<file path="config.mk">
export PLATFORM = sky130hd
export DESIGN_NAME = pseudo_softmax_ctrl
export DESIGN_NICKNAME = d
export VERILOG_FILES = /design/src/rtl/pseudo_softmax_pkg.sv /design/src/rtl/pseudo_softmax_ctrl_lse_step.sv /design/src/rtl/pseudo_softmax_ctrl.sv
export SDC_FILE = /design/constraint.sdc
export NUM_CORES = 1
export LEC_CHECK = 0
export CAP_MARGIN = 25
export CORE_ASPECT_RATIO = 1.5
export CORE_UTILIZATION = 35
export CTS_BUF_LIST = sky130_fd_sc_hd__clkbuf_4 sky130_fd_sc_hd__clkbuf_8
export CTS_CLUSTER_DIAMETER = 150
export DETAILED_ROUTE_END_ITERATION = 8
export PLACE_DENSITY = 0.59
export SLEW_MARGIN = 5
export SYNTH_ARGS = -nofsm -noshare
export SYNTH_HDL_FRONTEND = slang
export SYNTH_HIERARCHICAL = 1
export SYNTH_SLANG_ARGS = --single-unit
</file>
<file path="constraint.sdc">
create_clock -name clk -period 4.35 [get_ports clk]
set_clock_uncertainty 0.05 [all_clocks]
set_input_delay 0.435 -clock clk [delete_from_list [all_inputs] [get_ports clk]]
set_output_delay 0.435 -clock clk [all_outputs]
set_load 0.05 [all_outputs]
</file>
<file path="src/rtl/pseudo_softmax_pkg.sv">
// Shared constants and FSM state type for the pseudo-softmax frame sequencer.
package pseudo_softmax_pkg;
    localparam int N       = 10;
    localparam int IN_W    = 8;
    localparam int OUT_W   = 9;
    localparam int IDX_W   = $clog2(N);
    localparam int SAT_MAX = (1 << OUT_W) - 1;

    localparam logic [IDX_W-1:0] LAST_IDX = IDX_W'(N - 1);

    typedef enum logic [1:0] {
        LOAD,
        CAPTURE,
        EMIT
    } state_e;
endpackage

</file>
<file path="src/rtl/pseudo_softmax_ctrl_lse_step.sv">
// One step of the approximate log-sum-exp: max(s,x) plus 1 when the operands are within 1.
// Purely combinational, saturates at 2^OUT_W-1.
module lse_step
    import pseudo_softmax_pkg::*;
(
    input  logic [OUT_W-1:0] s_i,
    input  logic [IN_W-1:0]  x_i,
    output logic [OUT_W-1:0] y_o
);
    logic [OUT_W:0] s_w;
    logic [OUT_W:0] x_w;
    logic [OUT_W:0] m_w;
    logic [OUT_W:0] d_w;
    logic [OUT_W:0] r_w;

    always_comb begin
        s_w = {1'b0, s_i};
        x_w = (OUT_W+1)'(x_i);
        if (s_w >= x_w) begin
            m_w = s_w;
            d_w = s_w - x_w;
        end else begin
            m_w = x_w;
            d_w = x_w - s_w;
        end
        r_w = m_w + {{OUT_W{1'b0}}, (d_w <= (OUT_W+1)'(1))};
        y_o = (r_w > (OUT_W+1)'(SAT_MAX)) ? OUT_W'(SAT_MAX) : r_w[OUT_W-1:0];
    end
endmodule

</file>
<file path="src/rtl/pseudo_softmax_ctrl.sv">
// Loads N scores, feeds exp_sum/scores to the external subtractor array, streams N results (last accept -> out_valid in 2 cycles).
// out_ready low freezes the result beat; no input is taken until the frame drains. Optional SOFTMAX_ARGMAX_EN adds out_argmax.
module pseudo_softmax_ctrl
    import pseudo_softmax_pkg::*;
(
    input  logic                 clk,
    input  logic                 rst,
    input  logic                 in_valid,
    output logic                 in_ready,
    input  logic [IN_W-1:0]      in_data,
    output logic                 out_valid,
    input  logic                 out_ready,
    output logic [OUT_W-1:0]     out_data,
    output logic                 out_last,
    output logic [OUT_W-1:0]     sub_exp_sum,
    output logic [N*IN_W-1:0]    sub_x,
    input  logic [N*OUT_W-1:0]   sub_exp_out
`ifdef SOFTMAX_ARGMAX_EN
    ,
    output logic [IDX_W-1:0]     out_argmax
`endif
);
    state_e                      state_q;
    logic [IDX_W-1:0]            idx_q;
    logic [IDX_W-1:0]            k_q;
    logic [OUT_W-1:0]            sum_q;
    logic [OUT_W-1:0]            sum_d;
    logic [OUT_W-1:0]            lse_y;
    logic [N-1:0][IN_W-1:0]      slot_q;
    logic [N-1:0][OUT_W-1:0]     buf_q;
`ifdef SOFTMAX_ARGMAX_EN
    logic [IN_W-1:0]             max_q;
    logic [IDX_W-1:0]            amax_q;
`endif

    lse_step u_lse (
        .s_i (sum_q),
        .x_i (in_data),
        .y_o (lse_y)
    );

    // The first score of a frame seeds the running sum instead of folding into stale state.
    always_comb begin
        sum_d = (idx_q == '0) ? OUT_W'(in_data) : lse_y;
    end

    always_ff @(posedge clk) begin
        if (rst) begin
            state_q <= LOAD;
            idx_q   <= '0;
            k_q     <= '0;
            sum_q   <= '0;
            slot_q  <= '0;
            buf_q   <= '0;
`ifdef SOFTMAX_ARGMAX_EN
            max_q   <= '0;
            amax_q  <= '0;
`endif
        end else begin
            case (state_q)
                LOAD: begin
                    if (in_valid) begin
                        slot_q[idx_q] <= in_data;
                        sum_q         <= sum_d;
`ifdef SOFTMAX_ARGMAX_EN
                        if ((idx_q == '0) || (in_data > max_q)) begin
                            max_q  <= in_data;
                            amax_q <= idx_q;
                        end
`endif
                        if (idx_q == LAST_IDX) begin
                            idx_q   <= '0;
                            state_q <= CAPTURE;
                        end else begin
                            idx_q <= idx_q + 1'b1;
                        end
                    end
                end
                CAPTURE: begin
                    buf_q   <= sub_exp_out;
                    state_q <= EMIT;
                end
                EMIT: begin
                    if (out_ready) begin
                        if (k_q == LAST_IDX) begin
                            k_q     <= '0;
                            state_q <= LOAD;
                        end else begin
                            k_q <= k_q + 1'b1;
                        end
                    end
                end
                default: state_q <= LOAD;
            endcase
        end
    end

    always_comb begin
        in_ready    = (state_q == LOAD) && !rst;
        out_valid   = (state_q == EMIT);
        out_data    = (state_q == EMIT) ? buf_q[k_q] : '0;
        out_last    = (state_q == EMIT) && (k_q == LAST_IDX);
        sub_exp_sum = sum_q;
        sub_x       = slot_q;
    end

`ifdef SOFTMAX_ARGMAX_EN
    assign out_argmax = amax_q;
`endif
endmodule

</file>
**Word-level counts from Yosys, hierarchy flattened**

Cells that the tools add are included.

- Output and inout bits: 101
- Logic and storage cells: 69
- Register bits after elaboration: 189

- $add $sub $neg: 5
- Reductions and logical operators: 9
- Equal/unequal tests: 8
- Multiplexer cells: 17
- Magnitude comparators: 6

Operators with widths:

| operator | number |
|---|---|
| bitwise mux 80 bit | 1 |
| 2-to-1 mux 9 bit | 5 |
| binary-select mux 9 bit (select 4 bit) | 1 |
| demux 8 bit (select 4 bit) | 1 |
| adder 9 x 1 -> 10 bit | 1 |
| > comparator 10 x 9 -> 1 bit (second input constant) | 1 |
| less-or-equal comparator 10 x 1 -> 1 bit (second input constant) | 1 |
| < comparator 4 x 5 -> 1 bit (second input constant) | 2 |
| 2-to-1 mux 10 bit | 1 |
| subtractor 8 x 9 -> 10 bit | 1 |
| subtractor 9 x 8 -> 10 bit | 1 |
| greater-or-equal comparator 9 x 8 -> 1 bit | 1 |
| adder 4 x 1 -> 4 bit (second input constant) | 2 |
| == test 4 bit (second input constant) | 2 |
| 2-to-1 mux 2 bit | 4 |
| 2-to-1 mux 4 bit | 2 |
| 2-to-1 mux 8 bit | 1 |
| case mux 2 bit (3 select lines) | 1 |
| greater-or-equal comparator 4 x 1 -> 1 bit (second input constant) | 1 |
| zero test 4 bit | 1 |
| inequality test 2 x 1 -> 1 bit (second input constant) | 2 |
| inequality test 2 bit (second input constant) | 2 |
| AND reduction 2 bit | 2 |
| AND reduction 4 bit | 1 |
| 5 further kinds | 7 |

**Longest topological paths before layout**

- Depth in word-level cells: 7
- Depth in mapped cells: 20
- Depth with buffers taken out: 20

**Modules after synthesis**

The synthesis kept the hierarchy.

By module, submodules not included:

| module | times used | area each (um^2) | cells an instance |
|---|---|---|---|
| pseudo_softmax_ctrl | 1 | 7547.2 | 863 |
| lse_step | 1 | 1282.5 | 179 |

**Worst setup path before layout**

OpenSTA, ideal clock, no wires.

- Kind: register to register
- Start: register sum_q[1], in the netlist sub_exp_sum[1]
- End: register sum_q[6], in the netlist sub_exp_sum[6]
- Period minus slack after synthesis: 3839 ps
- Cell stages (with the launch flop): 18
- Setup slack: 511 ps
- Arrival time: 3656 ps
- Data required time: 4168 ps
- Cell sequence: dfxtp_1 -> inv_1 -> ha_1 -> nand4_1 -> a31o_1 -> and3_4 -> o21a_1 -> nor4b_2 -> nand4bb_1 -> nor4_2 -> ha_1 -> ha_1 -> inv_1 -> nor3_2 -> xnor2_1 -> nand2_1 -> a22oi_1 -> a21oi_1

- Cells in the longest elaborated chain, start to end: 7

RTL lines:

| item | line | source |
|---|---|---|
| start, declared | pseudo_softmax_ctrl.sv:26 | `logic [OUT_W-1:0] sum_q;` |
| start signal, assigned | pseudo_softmax_ctrl.sv:64 | `sum_q <= sum_d;` |
| subtractor 8 x 9 -> 10 bit, or another cell as far along | pseudo_softmax_ctrl_lse_step.sv:24 | `d_w = x_w - s_w;` |
| 2-to-1 mux 10 bit | pseudo_softmax_ctrl_lse_step.sv:19 | `if (s_w >= x_w) begin` |
| less-or-equal comparator 10 x 1 -> 1 bit | pseudo_softmax_ctrl_lse_step.sv:26 | `r_w = m_w + {{OUT_W{1'b0}}, (d_w <= (OUT_W+1)'(1))};` |
| adder 9 x 1 -> 10 bit (*) | pseudo_softmax_ctrl_lse_step.sv:26 |  |
| > comparator 10 x 9 -> 1 bit | pseudo_softmax_ctrl_lse_step.sv:27 | `y_o = (r_w > (OUT_W+1)'(SAT_MAX)) ? OUT_W'(SAT_MAX) : r_w[OUT_W-1:0];` |
| 2-to-1 mux 9 bit (*) | pseudo_softmax_ctrl_lse_step.sv:27 |  |
| named net lse_y[6] | pseudo_softmax_ctrl.sv:28 | `logic [OUT_W-1:0] lse_y;` |
| 2-to-1 mux 9 bit (*) | pseudo_softmax_ctrl.sv:44 | `sum_d = (idx_q == '0) ? OUT_W'(in_data) : lse_y;` |

Mark *: on every way through the listed nets, which the timed path passes. The rest lies on a longest branch.
A chain may end at the register's enable or synchronous reset.

**Worst setup path in the final report**

- Start: register sum_q[7], in the netlist sub_exp_sum[7]
- End: register sum_q[8], in the netlist sub_exp_sum[8]

Same word-level chain as after synthesis.

==> flow_summary.ini <==
[worst_setup_path]
worstSetupStartpoint = sub_exp_sum[7]
r2r_slack_ns = 0.33
reg2regPathDepth = 18
worstSetupPathType = reg -> reg
critPathArrivalTime_ns = 4.37
path_delay_family = simple AND/OR/NAND/NOR gates
worstSetupEndpointType = register
slowest_delay_ns = 0.54
worstPathCellList = inv_1 -> ha_1 -> nand4_4 -> a31o_1 -> a21boi_0 -> nor3_1 -> nor4b_2 -> nand4bb_1 -> nor4_2 -> ha_1 -> ha_1 -> inv_1 -> nor3_2 -> buf_4 -> a21oi_1 -> a41oi_2 -> a22oi_1 -> nor2_1
cp.required_ns = 4.70
path_buf_inv = 3
reg2reg_from = sub_exp_sum[7]
worst_path_max_delay_cell = dfxtp_1
start_kind = register
critPathMostFrequentCell = ha_1
crit-reg2reg-capture = sub_exp_sum[8]
crit_fanout = 7

[timing]
period_minus_slack_ns = 4.02
drv_slew = 0
finalSetupTns_ns = 0
finalHoldViolCount = 0
relSlewSlack = 0.443
hold_ws_ns = 0.382
rsz0062_at_grt = false
fin_crit_sh = 0.924
finalWorstSetupSlack_ns = 0.331
max_freq_mhz = 249
worst_slew_pin_slew_ns = 0.835
setup_viol = 0

[floorplan]
die-height_um = 197
core_area_sq_um = 24600
rows = 70
num_io_pins = 203
die_w_um = 132
die_area_sq_um = 25900
start_util = 0.359

[final_layout]
area_growth_syn_to_layout_pct = 29.7
drive_above_1_share = 0.0925
layoutNonFillerInstCount = 1557
insertedDiodeCount = 0
final_cell_area_sq_um = 11400
nNetsFinal = 1344
utilization = 0.465

[grt]
overflow = 0
antenna_found_initial = 0
grt.busiest_layer = met2
gr-usage-met2 = 0.417
grt.met1_usage = 0.235
grt_max_degree = 80
grt_use_total = 0.215
grt_pass1_vias = 7785
grt_pass1_wl_mm = 43.1
met3_usage = 0.0340

[detailed_routing]
drcViolationCount = 0
via_per_inst = 5.08
wirelength_mm = 27.9
vias = 7911
drt_iter0_markers = 353
ant_nets = 0
wl_per_cell_um = 17.9
drtPass1Iterations = 5

[synthesis]
synth_area_sq_um = 8830
synth_top_area_frac = 0.429
ys.flop_type = dfxtp_1
syn-num-nets = 1164
yosysSeqAreaShare = 0.429
yosys-top-cells-area = dfxtp_1 43%, nand2_1 10%, mux2i_1 8.8%
ys_warn_count = 6
synth_edf_count = 0
synth_cells = 1042
synthDistinctLibCells = 73
synth_top_cell_by_area = dfxtp_1
synth.avg_cell_area_sq_um = 8.47
synth-seq-cells = 189
ys_async_sr_fraction = 0

[clock_network]
cts_resized = 0
clkLatencyLatePin_ns = 0.47
cts_hold_buf = 0
numClockSinks = 189
cts_tree = yes
cts_buffers = 17
ctsLongestPathBuffers = 2
cts_root_buf = clkbuf_8
h-tree-depth = 4
clk_pin_slew_ns = 0.10
post_cts_buffers = 0

[worst_hold_path]
hold_path.class = in -> reg
min_to = sub_x[78]
min_from = rst
holdPathStages = 2

[placed_design]
place_area_sq_um = 11100
hpwlAfterDp_mm = 20.6
gp_congestion = 0.862
dp_slack_ns = -0.0454
port_buffers = 202
placed_cells = 1527

[power]
power_density_nw_per_um2 = 300
ir_drop_mv = 0.185
finalPower_mw = 3.44
static-leakage-power_nw = 4.26

[run_status]
status = finished clean

[run]
cap_violations = 0
-- cell usage in the layout, fill, tap and decap left out, types with 2 or more instances in the layout --
cell	instances
ha_1	18
nand2b_1	3
o21ai_0	17
dfxtp_1	189
a31o_2	2
nor2b_1	9
o21a_1	9
a31oi_1	4
clkbuf_8	19
nand2_1	235
nor3_1	11
mux2i_1	78
buf_4	35
clkinvlp_4	2
o31ai_1	4
mux2_2	17
nand4_1	4
nand3_2	4
clkinv_4	3
nor2_2	2
clkbuf_4	2
xor2_1	4
nand3b_1	2
nand3_1	10
nand4b_1	2
a21oi_2	3
fa_1	2
o221ai_1	17
o21ai_1	2
clkinv_2	3
xnor2_1	8
nor4_1	4
clkdlybuf4s50_1	201
a22oi_1	9
a21oi_1	128
a21o_1	7
inv_1	23
and3_1	4
o22ai_1	17
nor2_1	82
-- cell usage after synthesis, drive strengths merged, types with 2 or more instances --
library cell    n
nand2         236
dfxtp         189
a21oi         132
nor2           84
mux2i          78
buf            40
clkbuf         37
inv            23
o21ai          20
ha             18
mux2           17
o221ai         17
o22ai          17
nand3          15
nor3           12
o21a           10
a22oi           9
nor2b           9
xnor2           8
a21o            7
a31oi           5
and3            5
nand4           5
nor4            5
nand2b          4
o31ai           4
xor2            4
a31o            3
a211oi          2
a41oi           2
and4            2
fa              2
nand3b          2
nand4b          2
nor3b           2
-- state kept, by name, indices dropped and copies added (netlist names) --
| register | flops |
|---|---|
| buf_q | 90 |
| sub_x | 80 |
| sub_exp_sum | 9 |
| idx_q | 4 |
| k_q | 4 |
| state_q | 2 |
-- worst register-to-register path, stage by stage (launching register included) --
cell and delay (ns):
dfxtp_1 0.54, inv_1 0.12, ha_1 0.47, nand4_4 0.16
a31o_1 0.28, a21boi_0 0.27, nor3_1 0.10, nor4b_2 0.28
nand4bb_1 0.15, nor4_2 0.17, ha_1 0.23, ha_1 0.21
inv_1 0.09, nor3_2 0.26, buf_4 0.16, a21oi_1 0.07
a41oi_2 0.17, a22oi_1 0.08, nor2_1 0.10
-- cell families (layout without fill, tap and decap cells) --
kind of cell,Yosys count,count (layout),share of synthesized area
adder cells (fa/ha/maj),20,20,0.0300
AO/OA/AOI/OAI,236,236,0.165
flip-flops,189,189,0.429
multiplexers,95,95,0.110
buffers and inverters,100,291,0.0588
AND/OR/NAND/NOR,390,390,0.196
XOR/XNOR,12,12,0.0119
-- worst max path at each step --
| stage | end | cells after the start |
|---|---|---|
| after floorplan | sub_exp_sum[6] | 17 |
| after CTS | sub_exp_sum[8] | 18 |
| after detailed placement | sub_exp_sum[8] | 20 |
| after global routing | sub_exp_sum[8] | 18 |
| final | sub_exp_sum[8] | 18 |
| after global placement | sub_exp_sum[8] | 20 |
-- layout make-up --
class,instances,area [sq um]
clock buffers,21,277
clock inverters,9,65.1
fillers,2452,13200
inverters,23,86.3
multi-input cells,753,4530
flip-flops and latches,189,3780
well taps,324,405
repair buffers,238,2300
-- metal layers --
layer,part of all wire,up-vias
li1,-,3925
met1,0.40,3770
met2,0.54,184
met3,0.035,32
met4,0.020,0
met5,0,-
-- power breakdown --
part | internal, mW | leakage (nW) | switching (mW)
Combinational | 0.261 | 2.56 | 0.343
Sequential | 1.75 | 1.53 | 0.0206
Clock | 0.433 | 0.175 | 0.631
Note: power is estimated with default switching activity, not from simulation.
